## src/rtl/bk_adder_pipe_pkg.sv

```systemverilog
// Shared constants and helpers for the pipelined Brent-Kung adder.
// The stage payload struct is declared inside the top module because its width follows WIDTH.
package bk_adder_pkg;

    // A PIPE value at or above each threshold inserts that register stage.
    localparam int unsigned PIPE_UP_REG = 2;  // register after the up-sweep
    localparam int unsigned PIPE_GP_REG = 3;  // register after G/P generation

    function automatic int unsigned bk_levels(input int unsigned width);
        int unsigned l;
        l = 0;
        while ((32'd1 << l) < width) l++;
        return l;
    endfunction

endpackage

```

## src/rtl/bk_adder_pipe_prefix_tree.sv

```systemverilog
// Combinational Brent-Kung prefix network, split into up-sweep and down-sweep halves.
// Nodes that would reach past WIDTH are pruned, so any WIDTH >= 2 is supported.
module bk_prefix_tree
    import bk_adder_pkg::*;
#(
    parameter int unsigned WIDTH = 17
) (
    input  logic [WIDTH-1:0] g,
    input  logic [WIDTH-1:0] p,
    output logic [WIDTH-1:0] up_g,
    output logic [WIDTH-1:0] up_p,
    input  logic [WIDTH-1:0] dn_g,
    input  logic [WIDTH-1:0] dn_p,
    output logic [WIDTH-1:0] pre_g,
    output logic [WIDTH-1:0] pre_p
);

    localparam int unsigned LEVELS = bk_levels(WIDTH);

    // Each level writes and reads disjoint bit positions, so in-place updates are safe.
    always_comb begin
        up_g = g;
        up_p = p;
        for (int unsigned l = 1; l <= LEVELS; l++) begin
            for (int unsigned i = 0; i < WIDTH; i++) begin
                if (((i + 1) % (32'd1 << l)) == 0) begin
                    up_g[i] = up_g[i] | (up_p[i] & up_g[i - (32'd1 << (l - 1))]);
                    up_p[i] = up_p[i] & up_p[i - (32'd1 << (l - 1))];
                end
            end
        end
    end

    always_comb begin
        pre_g = dn_g;
        pre_p = dn_p;
        for (int unsigned l = LEVELS - 1; l >= 1; l--) begin
            for (int unsigned i = 0; i < WIDTH; i++) begin
                if ((((i + 1) % (32'd1 << l)) == (32'd1 << (l - 1))) && (i >= (32'd1 << l))) begin
                    pre_g[i] = pre_g[i] | (pre_p[i] & pre_g[i - (32'd1 << (l - 1))]);
                    pre_p[i] = pre_p[i] & pre_p[i - (32'd1 << (l - 1))];
                end
            end
        end
    end

endmodule

```

## src/rtl/bk_adder_pipe.sv

```systemverilog
// Pipelined Brent-Kung adder/subtractor with valid/ready handshakes and a signed-overflow flag.
// PIPE selects 1..3 register stages; the whole pipeline advances or holds as one unit.
module bk_adder_pipe
    import bk_adder_pkg::*;
#(
    parameter int unsigned WIDTH = 17,
    parameter int unsigned PIPE  = 2
) (
    input  logic             CLK,
    input  logic             RSTn,
    input  logic             IN_VALID,
    output logic             IN_READY,
    input  logic [WIDTH-1:0] X,
    input  logic [WIDTH-1:0] Y,
    input  logic             Cin,
    input  logic             SUB,
    output logic             OUT_VALID,
    input  logic             OUT_READY,
    output logic [WIDTH:0]   S,
    output logic             OVF
);

    typedef struct packed {
        logic [WIDTH-1:0] g;
        logic [WIDTH-1:0] p;
        logic [WIDTH-1:0] p0;
        logic             c0;
        logic             xmsb;
        logic             ymsb;
        logic             valid;
    } stage_t;

    stage_t           gp_d, gp_q, up_d, up_q;
    logic [WIDTH-1:0] y_eff;
    logic [WIDTH-1:0] up_g, up_p, pre_g, pre_p;
    logic [WIDTH:0]   carry, sum_d;
    logic             ovf_d;
    logic             advance;

    assign advance  = !OUT_VALID || OUT_READY;
    assign IN_READY = advance;
    assign y_eff    = SUB ? ~Y : Y;

    always_comb begin
        gp_d.g     = X & y_eff;
        gp_d.p     = X ^ y_eff;
        gp_d.p0    = X ^ y_eff;
        gp_d.c0    = SUB ^ Cin;
        gp_d.xmsb  = X[WIDTH-1];
        gp_d.ymsb  = y_eff[WIDTH-1];
        gp_d.valid = IN_VALID;
    end

    generate
        if (PIPE >= PIPE_GP_REG) begin : g_gp_reg
            always_ff @(posedge CLK or negedge RSTn) begin
                if (!RSTn)        gp_q <= '0;
                else if (advance) gp_q <= gp_d;
            end
        end else begin : g_gp_thru
            assign gp_q = gp_d;
        end
    endgenerate

    bk_prefix_tree #(.WIDTH(WIDTH)) u_tree (
        .g     (gp_q.g),
        .p     (gp_q.p),
        .up_g  (up_g),
        .up_p  (up_p),
        .dn_g  (up_q.g),
        .dn_p  (up_q.p),
        .pre_g (pre_g),
        .pre_p (pre_p)
    );

    // Only the group G/P change across the up-sweep; the rest of the payload rides along.
    always_comb begin
        up_d   = gp_q;
        up_d.g = up_g;
        up_d.p = up_p;
    end

    generate
        if (PIPE >= PIPE_UP_REG) begin : g_up_reg
            always_ff @(posedge CLK or negedge RSTn) begin
                if (!RSTn)        up_q <= '0;
                else if (advance) up_q <= up_d;
            end
        end else begin : g_up_thru
            assign up_q = up_d;
        end
    endgenerate

    always_comb begin
        carry = {pre_g | (pre_p & {WIDTH{up_q.c0}}), up_q.c0};
        sum_d = {carry[WIDTH], up_q.p0 ^ carry[WIDTH-1:0]};
        ovf_d = (up_q.xmsb == up_q.ymsb) && (sum_d[WIDTH-1] != up_q.xmsb);
    end

    always_ff @(posedge CLK or negedge RSTn) begin
        if (!RSTn) begin
            OUT_VALID <= 1'b0;
            S         <= '0;
            OVF       <= 1'b0;
        end else if (advance) begin
            OUT_VALID <= up_q.valid;
            S         <= sum_d;
            OVF       <= ovf_d;
        end
    end

endmodule
```

## config.mk

```make
export PLATFORM = sky130hd
export DESIGN_NAME = bk_adder_pipe
export DESIGN_NICKNAME = d
export VERILOG_FILES = /design/src/rtl/bk_adder_pipe_pkg.sv /design/src/rtl/bk_adder_pipe_prefix_tree.sv /design/src/rtl/bk_adder_pipe.sv
export SDC_FILE = /design/constraint.sdc
export NUM_CORES = 1
export LEC_CHECK = 0
export BUFFER_PORTS_ARGS = -buffer_cell sky130_fd_sc_hd__clkbuf_2
export CAP_MARGIN = 20
export CORE_MARGIN = 5
export CORE_UTILIZATION = 35
export DETAILED_ROUTE_END_ITERATION = 8
export GPL_TIMING_DRIVEN = 0
export HOLD_SLACK_MARGIN = 0.02
export PLACE_DENSITY = 0.52
export SLEW_MARGIN = 20
export SYNTH_ARGS = -nofsm -noshare
export SYNTH_HDL_FRONTEND = slang
export SYNTH_HIERARCHICAL = 1
export SYNTH_SLANG_ARGS = --single-unit
```

## constraint.sdc

```tcl
create_clock -name CLK -period 3.9 [get_ports CLK]
set_clock_uncertainty 0.2 [all_clocks]
set_input_delay 0.195 -clock CLK [delete_from_list [all_inputs] [get_ports CLK]]
set_output_delay 0.195 -clock CLK [all_outputs]
set_load 0.01 [all_outputs]
```

==> results of run 1 <==
-- state kept, by name (all words and copies together), names as in the netlist --
register / flops
S: 18
OUT_VALID: 1
up_q: 54
OVF: 1
carry: 1
-- per-layer routing --
metal	vias up	GRT usage	wire length [um]
met5	-	0	0
met4	0	0.0619	183
met3	10	0.0181	266
met2	35	0.259	4790
met1	1432	0.200	4460
li1	1575	-	-
-- where the power goes --
| part | internal [mW] | switching, mW |
|---|---|---|
| clock | 0.594 | 0.326 |
| sequential | 0.958 | 0.110 |
| combinational | 0.302 | 0.380 |
| total | 1.85 | 0.816 |
-- stage by stage --
stage	total power, mW	instance area (um^2)
floorplan	1.51	3970
global placement	1.76	4450
detailed placement	1.78	4470
CTS	2.71	4850
global route	2.84	4850
finish	2.67	4850
-- path summary, 6_finish.rpt --
| check | end | slack (ns) | depth (start not counted) |
|---|---|---|---|
| max | up_q[53]$_DFFE_PN0P_ | 1.68 | 10 |
| min | up_q[5]$_DFFE_PN0P_ | 0.04 | 4 |
| max reg2reg | S[15]$_DFFE_PN0P_ | 2.12 | 6 |
| min reg2reg | up_q[48]$_DFFE_PN0P_ | 0.27 | 2 |
| max in group asynchronous | up_q[39]$_DFFE_PN0P_ | 2.66 | 3 |
| min in group asynchronous | S[16]$_DFFE_PN0P_ | 0.24 | 2 |
-- Yosys cell counts (all sizes together) --
cell type	instances	share of area
nand2b	1	0.0016
inv	6	0.0057
a21o	14	0.026
nor2	5	0.0047
buf	44	0.075
nor3	1	0.0013
xnor2	2	0.0044
a221oi	1	0.0038
nor2b	1	0.0016
dfrtp	75	0.47
a31oi	1	0.0016
or3	1	0.0016
nand2	182	0.17
ha	17	0.054
and3	7	0.012
and2	12	0.019
clkbuf	4	0.0038
a21oi	24	0.032
nand3	3	0.0038
o21ai	23	0.031
xor2	33	0.073
-- worst register-to-register path: stages (launching register included) --
cell,delay (ns)
dfrtp_1,0.43
a21o_1,0.22
a21o_1,0.21
a21o_1,0.18
a21oi_1,0.14
xor2_1,0.19
o21ai_0,0.10
-- layout make-up --
class,instances,area (um^2)
Buffer,48,312
Clock buffer,12,256
Clock inverter,4,72.6
Fill cell,1129,6420
Inverter,6,22.5
Multi-Input combinational cell,328,1760
Sequential cell,75,1880
Tap cell,143,179
Timing Repair Buffer,65,368
-- repair_timing --
action / in CTS / in global routing
hold buffers: 5 / 0
endpoints found under the hold margin: 44 / 0
setup endpoints to repair: 0 / 0
-- cell families (layout without fill, tap and decap cells) --
family          count (synthesis)  in the layout  share of synthesized area
flops                          75             75                      0.472
fa+ha+maj                      17             17                     0.0535
compound gates                 63             63                     0.0948
buf+inv                        54            135                     0.0841
xor+xnor                       35             35                     0.0772
simple gates                  213            213                      0.218
==> results_dict.tcl, run 1 <==
set metrics [dict create \
    synth_seq_cells 75 \
    syn_area_um2 3970 \
    cts_setup_buffers 0 \
    grt_max_degree 42 \
    worstPathMaxFanout 10 \
    post-place-ws_ns 1.29 \
    cts_sinks 75 \
    post-route-period-util 0.570 \
    totalWireLength_um 9710 \
    die_y_um 117 \
    cp_cell_sequence "buf_2 > buf_2 > xor2_1 > ha_1 > and2_2 > and3_2 > a221oi_2 > o21ai_1 > nand2_1 > nand2_1" \
    drtIter0Drc 91 \
    final_util 0.430 \
    area_growth_syn_to_layout_pct 22.0 \
    stdcell_count 681 \
    route.antenna.remaining_nets 0 \
    min_path_type "input port to flop" \
    powerDensity_nw_per_um2 551 \
    grt_pass1_wl_um 15800 \
    cp.arrival_ns 2.25 \
    cts_resized 0 \
    synthDistinctLibCells 29 \
    critPathBufInv 2 \
    timing_worst_slew_pin_value_ns 0.653 \
    syn_avg_cell_area_um2 8.69 \
    crit_type "input port to flop" \
    yosysSeqAreaShare 0.472 \
    ir_drop_mv 0.186 \
    report.final.slew_viol_count 0 \
    diodes 0 \
    io_pins 61 \
    synthesis.nets 514 \
    hold_start "X[1]" \
    p_leak_nw 2.65 \
    whs_ns 0.0417 \
    cp_slowest_cell "buf_2" \
    first_global_vias 3090 \
    status "finished clean" \
    drt-vias-per-instance 4.48 \
    gr-total-overflow 0 \
    path_delay_family "buffers and inverters" \
    dp.cells 660 \
    io_buffers 59 \
    fmax_ghz 0.450 \
    grt_usage 0.153 \
    fin_nets 590 \
    grt_antenna_before_repair 0 \
    root_buffer "clkbuf_16" \
    slew_headroom 0.565 \
    cap_violations 0 \
    crit_path_end_kind "flop" \
    cts_tree "yes" \
    wl_per_cell_um 14.3 \
    via_count 3052 \
    gp_congestion 0.786 \
    worstSkewPairLatency_ns 0.33 \
    drt_pass1_iterations 4 \
    drc 0 \
    setup_viol 0 \
    critPathRequiredTime_ns 3.92 \
    finalHoldViolations 0 \
    cts_buffers 9 \
    htree_levels 3 \
    syn_inst 457 \
    core_um2 11300 \
    r2r_start "up_q[45]$_DFFE_PN0P_" \
    max_stage_delay_ns 0.40 \
    crit_start "SUB" \
    dp_hpwl_um 7110 \
    yosysWarnings 6 \
    cts_buffer_depth 2 \
    start_util 0.352 \
    layout_commonest_cell "nand2_1" \
    clk_pin_slew_ns 0.06 \
    rows 39 \
    fin_ws_ns 1.68 \
    cp-start-kind "input port" \
    die_x_um 117 \
    rsz0062_at_grt "false" \
    die-area_um2 13600 \
    layout_common_cells "nand2_1 (181), dfrtp_1 (75), clkbuf_2 (58)" \
    layout_min_cycle_time_ns 2.22 \
    finalSetupTns_ns 0 \
    drive_above_1_share 0.238 \
]
(Power assumes the default switching activity.)
==> run 2, diff against run 1 <==
clock period = 2.3 ns   (was 3.9 ns; I/O delays follow)
==> run 2 against run 1 <==
Effect of this change: combinational power rose by 73%; clock power is 69% higher; routed wire length increased by 1.2%; first-iteration DRC count grew 7.7%; final cell count is 2.1% higher; sequential share of layout area is 1.1 points lower; clock-buffer cell count unchanged; hold slack worse by 0.0017 ns; non-clock buffer count grew 14; critical path type unchanged; largest power group unchanged; highest routed layer unchanged.
==> results_dict.tcl, run 2 (synthesis results as in run 1) <==
set metrics [dict create \
    worstPathMaxFanout 10 \
    crit_type "input port to flop" \
    crit_path_end_kind "flop" \
    grt_antenna_before_repair 0 \
    die-area_um2 13600 \
    design_area_um2 4990 \
    combPwrFrac 0.259 \
    final_util 0.443 \
    timing_worst_slew_pin_value_ns 0.633 \
    clk_pin_slew_ns 0.06 \
    drive_above_1_share 0.232 \
    cp-start-kind "input port" \
    powerDensity_nw_per_um2 911 \
    top_register "up_q" \
    first_global_vias 3148 \
    clockPowerShare 0.343 \
    gr-total-overflow 0 \
    p_leak_nw 2.71 \
    grt_pass1_wl_um 16100 \
    gp_congestion 0.786 \
    route.antenna.remaining_nets 0 \
    cp.arrival_ns 2.11 \
    drt-vias-per-instance 4.49 \
    cts_sinks 75 \
    largest_register_ffs 54 \
    via_count 3121 \
    cts_tree "yes" \
    report.final.slew_viol_count 0 \
    cap_violations 0 \
    place_area_um2 4470 \
    drc 0 \
    cts_buffers 9 \
    rsz0062_at_grt "false" \
    fin_nets 604 \
    root_buffer "clkbuf_16" \
    dp_hpwl_um 7110 \
    wl_per_cell_um 14.1 \
    die_x_um 117 \
    p_sw_frac 0.305 \
    status "finished clean" \
    io_buffers 59 \
    start_util 0.352 \
    cts_setup_buffers 0 \
    area_growth_syn_to_layout_pct 25.6 \
    die_y_um 117 \
    rows 39 \
    drt_pass1_iterations 4 \
    ir_drop_mv 0.314 \
    power_switching_mw 1.38 \
    grt_usage 0.155 \
    post-route-period-util 0.908 \
    p_seq_frac 0.399 \
    min_path_type "input port to flop" \
    io_pins 61 \
    cts_buffer_depth 2 \
    setup_viol 0 \
    core_um2 11300 \
    drtIter0Drc 98 \
    critPathRequiredTime_ns 2.32 \
    num-fill-cells 1118 \
    diodes 0 \
    htree_levels 3 \
    slew_headroom 0.578 \
    worstSkewPairLatency_ns 0.33 \
    finalHoldViolations 0 \
    layout_min_cycle_time_ns 2.09 \
    layout_common_cells "nand2_1 (181), dfrtp_1 (75), clkbuf_2 (58)" \
    fmax_ghz 0.479 \
    reg.largest.list "up_q (54), S (18)" \
    grt_max_degree 42 \
    layout_commonest_cell "nand2_1" \
    totalWireLength_um 9820 \
    intPower_mw 3.16 \
]
run 2: cell types whose count changed in the layout (fill, tap and decap cells not counted):
cell and change:
clkbuf_4 +1, dlygate4sd3_1 +14, buf_2 -1
run 2: cell type report:
class | count | area, um^2 | area share
sequential | 75 | 1880 | 0.376
multi-input combinational | 328 | 1760 | 0.353
timing repair buffer | 79 | 508 | 0.102
buffer | 48 | 314 | 0.0629
clock buffer | 12 | 256 | 0.0514
tap | 143 | 179 | 0.0358
clock inverter | 4 | 72.6 | 0.0145
inverter | 6 | 22.5 | 0.00451
run 2: per-stage QoR:
step	cells	setup WS [ns]	hold slack, ns	setup TNS (ns)	total power, mW
2_1_floorplan	457	0.180	-0.381	0	2.56
3_3_place_gp	659	-0.223	0.126	-0.252	2.98
3_5_place_dp	660	-0.234	-0.00691	-0.271	3.01
4_1_cts	695	0.119	0.0237	0	4.61
5_1_grt	695	0.0202	0.0870	0	4.84
6_report	695	0.211	0.0399	0	4.54
run 2: critical path, cell delays in order:
cell and delay [ns]:
buf_2 0.27, clkbuf_4 0.35, xor2_1 0.21, ha_1 0.28
and2_2 0.21, and3_2 0.23, a221oi_2 0.21, o21ai_1 0.09
nand2_1 0.07, nand2_1 0.06
run 2: per-layer routing:
layer	wire length, um	global-route usage	vias up
met3	321	0.0181	10
met2	4890	0.267	37
met4	183	0.0619	0
li1	-	-	1603
met5	0	0	-
met1	4420	0.199	1471
run 2: worst paths after layout:
path / cells after the start / end / slack [ns] / start
max reg2reg: 6 / S[15]$_DFFE_PN0P_ / 0.52 / up_q[45]$_DFFE_PN0P_
max: 10 / up_q[53]$_DFFE_PN0P_ / 0.21 / SUB
min reg2reg: 2 / up_q[48]$_DFFE_PN0P_ / 0.27 / up_q[48]$_DFFE_PN0P_
max in group asynchronous: 3 / up_q[39]$_DFFE_PN0P_ / 1.14 / RSTn
min: 4 / up_q[11]$_DFFE_PN0P_ / 0.04 / X[7]
min in group asynchronous: 2 / S[16]$_DFFE_PN0P_ / 0.16 / RSTn
run 2: what timing repair did:
item                       4_1_cts  5_1_grt
hold endpoints to repair        60        0
gates resized for setup          0        1
hold buffers                    19        0
setup endpoints to repair        0        1
run 2: power groups by stage:
stage,combinational (mW),sequential [mW],clock (mW)
after floorplan,0.695,1.87,0
after global placement,1.16,1.83,0
after CTS,1.21,1.81,1.59
after global routing,1.35,1.85,1.65
final,1.18,1.81,1.56
after detailed placement,1.18,1.84,0
==> run 3, diff against run 2 <==
ABC_AREA = 1   (was unset)
CORE_UTILIZATION = 50   (was 35)
PLACE_DENSITY = 0.69   (was 0.52)
RECOVER_POWER = 25   (was unset)
==> run 3 against run 2 <==
Effect of this change: area after synthesis grew 7.4%; hold slack better by 0.0022 ns; first-iteration DRC count is 21% higher; synthesized cell count rose by 21%; fmax grew 15%; clock power fell by 41%; sequential share of layout area is 0.61 points lower; global-route usage grew 6.1 points; final cell count is 8.6% higher; via count up 16%; critical endpoint is now IN_READY; largest cell class unchanged.
==> results_dict.tcl, run 3 <==
set metrics [dict create \
    status "finished clean" \
    drt-vias-per-instance 4.79 \
    crit_type "flop to primary output" \
    cts_tree "yes" \
    fin_nets 702 \
    cts_buffer_depth 2 \
    p_leak_nw 3.03 \
    multi_input_area_um2 1800 \
    reg.largest.list "up_q (54), S (18)" \
    syn_area_um2 4270 \
    ys_async_sr_fraction 1.00 \
    finalHoldViolations 0 \
    ir_drop_mv 0.407 \
    p_sw_frac 0.341 \
    cap_violations 0 \
    io_pins 61 \
    synthFlopType "dfrtp_1" \
    cp-start-kind "flop" \
    cts_sinks 75 \
    grt_antenna_before_repair 0 \
    post-route-period-util 0.790 \
    io_buffers 59 \
    combPwrFrac 0.316 \
    start_util 0.517 \
    cp.arrival_ns 1.50 \
    report.final.slew_viol_count 0 \
    cts_buffers 9 \
    rows 33 \
    slew_headroom 0.521 \
    drtIter0Drc 119 \
    synthesis.nets 611 \
    drc 0 \
    worstSkewPairLatency_ns 0.34 \
    die_x_um 102 \
    gp_congestion 0.835 \
    regArea_um2 1880 \
    synth_most_common_cell "nand2_1" \
    powerDensity_nw_per_um2 774 \
    synth_seq_cells 75 \
    dp_hpwl_um 7270 \
    layout_common_cells "nand2_1 (224), dfrtp_1 (75), inv_1 (59), clkbuf_2 (59), o21ai_0 (36)" \
    syn_avg_cell_area_um2 7.70 \
    setup_viol 0 \
    rsz0062_at_grt "false" \
    core_um2 8260 \
    crit_path_end_kind "primary output" \
    synth-edff-count 0 \
    fmax_ghz 0.550 \
    cts_setup_buffers 0 \
    diodes 0 \
    intPower_mw 2.59 \
    grt_pass1_wl_um 17600 \
    whs_ns 0.0421 \
    layout_commonest_cell "nand2_1" \
    critPathRequiredTime_ns 1.99 \
    root_buffer "clkbuf_8" \
    power_switching_mw 1.34 \
    num-fill-cells 750 \
    worstPathMaxFanout 10 \
    die-area_um2 10500 \
    gr-total-overflow 0 \
    grt_max_degree 50 \
    syn_inst 554 \
    clk_pin_slew_ns 0.07 \
    drive_above_1_share 0.200 \
    synth_top_area_frac 0.440 \
    wl_per_cell_um 13.6 \
    synth_commonest_cells "nand2_1 (224), dfrtp_1 (75), inv_1 (59), o21ai_0 (36), buf_4 (29)" \
    min_path_type "input port to flop" \
    area_growth_syn_to_layout_pct 18.9 \
    htree_levels 3 \
    die_y_um 102 \
    route.antenna.remaining_nets 0 \
    yosys-top-cells-area "dfrtp_1 (44%), nand2_1 (20%), inv_1 (5.2%), buf_4 (5.1%), ha_1 (5.0%)" \
    grt_usage 0.217 \
    p_seq_frac 0.451 \
    drt_pass1_iterations 5 \
    top_register "up_q" \
    synthDistinctLibCells 26 \
    yosysSeqAreaShare 0.440 \
    totalWireLength_um 10300 \
    timing_worst_slew_pin_value_ns 0.719 \
    cts_resized 0 \
    via_count 3617 \
    clockPowerShare 0.234 \
    layout_min_cycle_time_ns 1.82 \
    first_global_vias 3833 \
    yosys.area.top_type "dfrtp_1" \
    finalSetupTns_ns 0 \
    largest_register_ffs 54 \
    yosysWarnings 6 \
]
==> run 3: cell types whose count changed in the layout (fill, tap and decap cells not counted), sizes merged, moves of 12 or more <==
cell / previous run / this run
nand2: 182 / 229
a21oi: 24 / 8
and2: 12 / 0
inv: 6 / 60
nand3: 3 / 20
xor2: 33 / 17
o21ai: 23 / 37
nor2: 5 / 26
==> run 3: area by class of cell <==
type                    count  area share
flip-flops and latches     75       0.370
multi-input cells         371       0.356
repair buffers             80      0.0991
plain buffers              48      0.0710
inverters                  60      0.0444
clock buffers              14      0.0321
well taps                 105      0.0259
clock inverters             2     0.00197
==> run 3: what timing repair did <==
item | CTS | global route
hold buffers | 20 | 0
endpoints found under the hold margin | 97 | 0
endpoints found under the setup margin | 0 | 0
==> run 3: layer usage <==
metal / wire length [um] / GRT usage / vias up
met5: 0 / 0 / -
met4: 199 / 0.0949 / 0
met3: 390 / 0.0403 / 19
met2: 4990 / 0.364 / 69
met1: 4690 / 0.273 / 1683
li1: - / - / 1846
==> run 3: power groups by stage <==
| stage | sequential [mW] | combinational, mW | clock [mW] |
|---|---|---|---|
| 6_report | 1.77 | 1.24 | 0.917 |
| 5_1_grt | 1.81 | 1.41 | 0.998 |
| 4_1_cts | 1.77 | 1.26 | 0.932 |
| 3_5_place_dp | 1.79 | 1.23 | 0 |
| 3_3_place_gp | 1.78 | 1.19 | 0 |
| 2_1_floorplan | 1.82 | 0.778 | 0 |
==> run 3: cells by family after synthesis <==
logic type                 after synthesis  share of synthesized area
AOI/OAI and AO/OA                       58                     0.0771
buffers and inverters                  108                      0.137
and+or+nand+nor                        277                      0.257
DFF                                     75                      0.440
adders and majority gates               17                     0.0499
xor gates and xnor gates                19                     0.0390
==> run 3: worst paths after layout <==
path | start | endpoint | slack, ns | cells past startpoint
worst min register to register | up_q[0]$_DFFE_PN0P_ | OUT_VALID$_DFFE_PN0P_ | 0.27 | 2
max in group asynchronous | RSTn | S[13]$_DFFE_PN0P_ | 0.56 | 3
min in group asynchronous | RSTn | S[2]$_DFFE_PN0P_ | 0.15 | 2
worst max-delay path | OUT_VALID$_DFFE_PN0P_ | IN_READY | 0.48 | 5
worst max register to register | OUT_VALID$_DFFE_PN0P_ | up_q[14]$_DFFE_PN0P_ | 0.71 | 4
worst min-delay path | X[14] | up_q[52]$_DFFE_PN0P_ | 0.04 | 5
==> run 3: worst max-delay path, cell delays in order, from the launching register on <==
cell,delay (ns)
dfrtp_1,0.38
inv_1,0.05
or2_4,0.13
buf_6,0.14
buf_2,0.27
clkbuf_2,0.18
==> run 3: stage by stage <==
stage          cell area, um^2  utilization  setup WS, ns  power, mW  instances
2_1_floorplan             4270            -         0.500       2.59        554
3_3_place_gp              4690        0.568         0.175       2.97        718
3_5_place_dp              4720        0.572         0.201       3.02        719
4_1_cts                   5100        0.617         0.463       3.96        755
5_1_grt                   5070        0.614         0.251       4.22        755
6_report                  5070        0.614         0.483       3.93        755
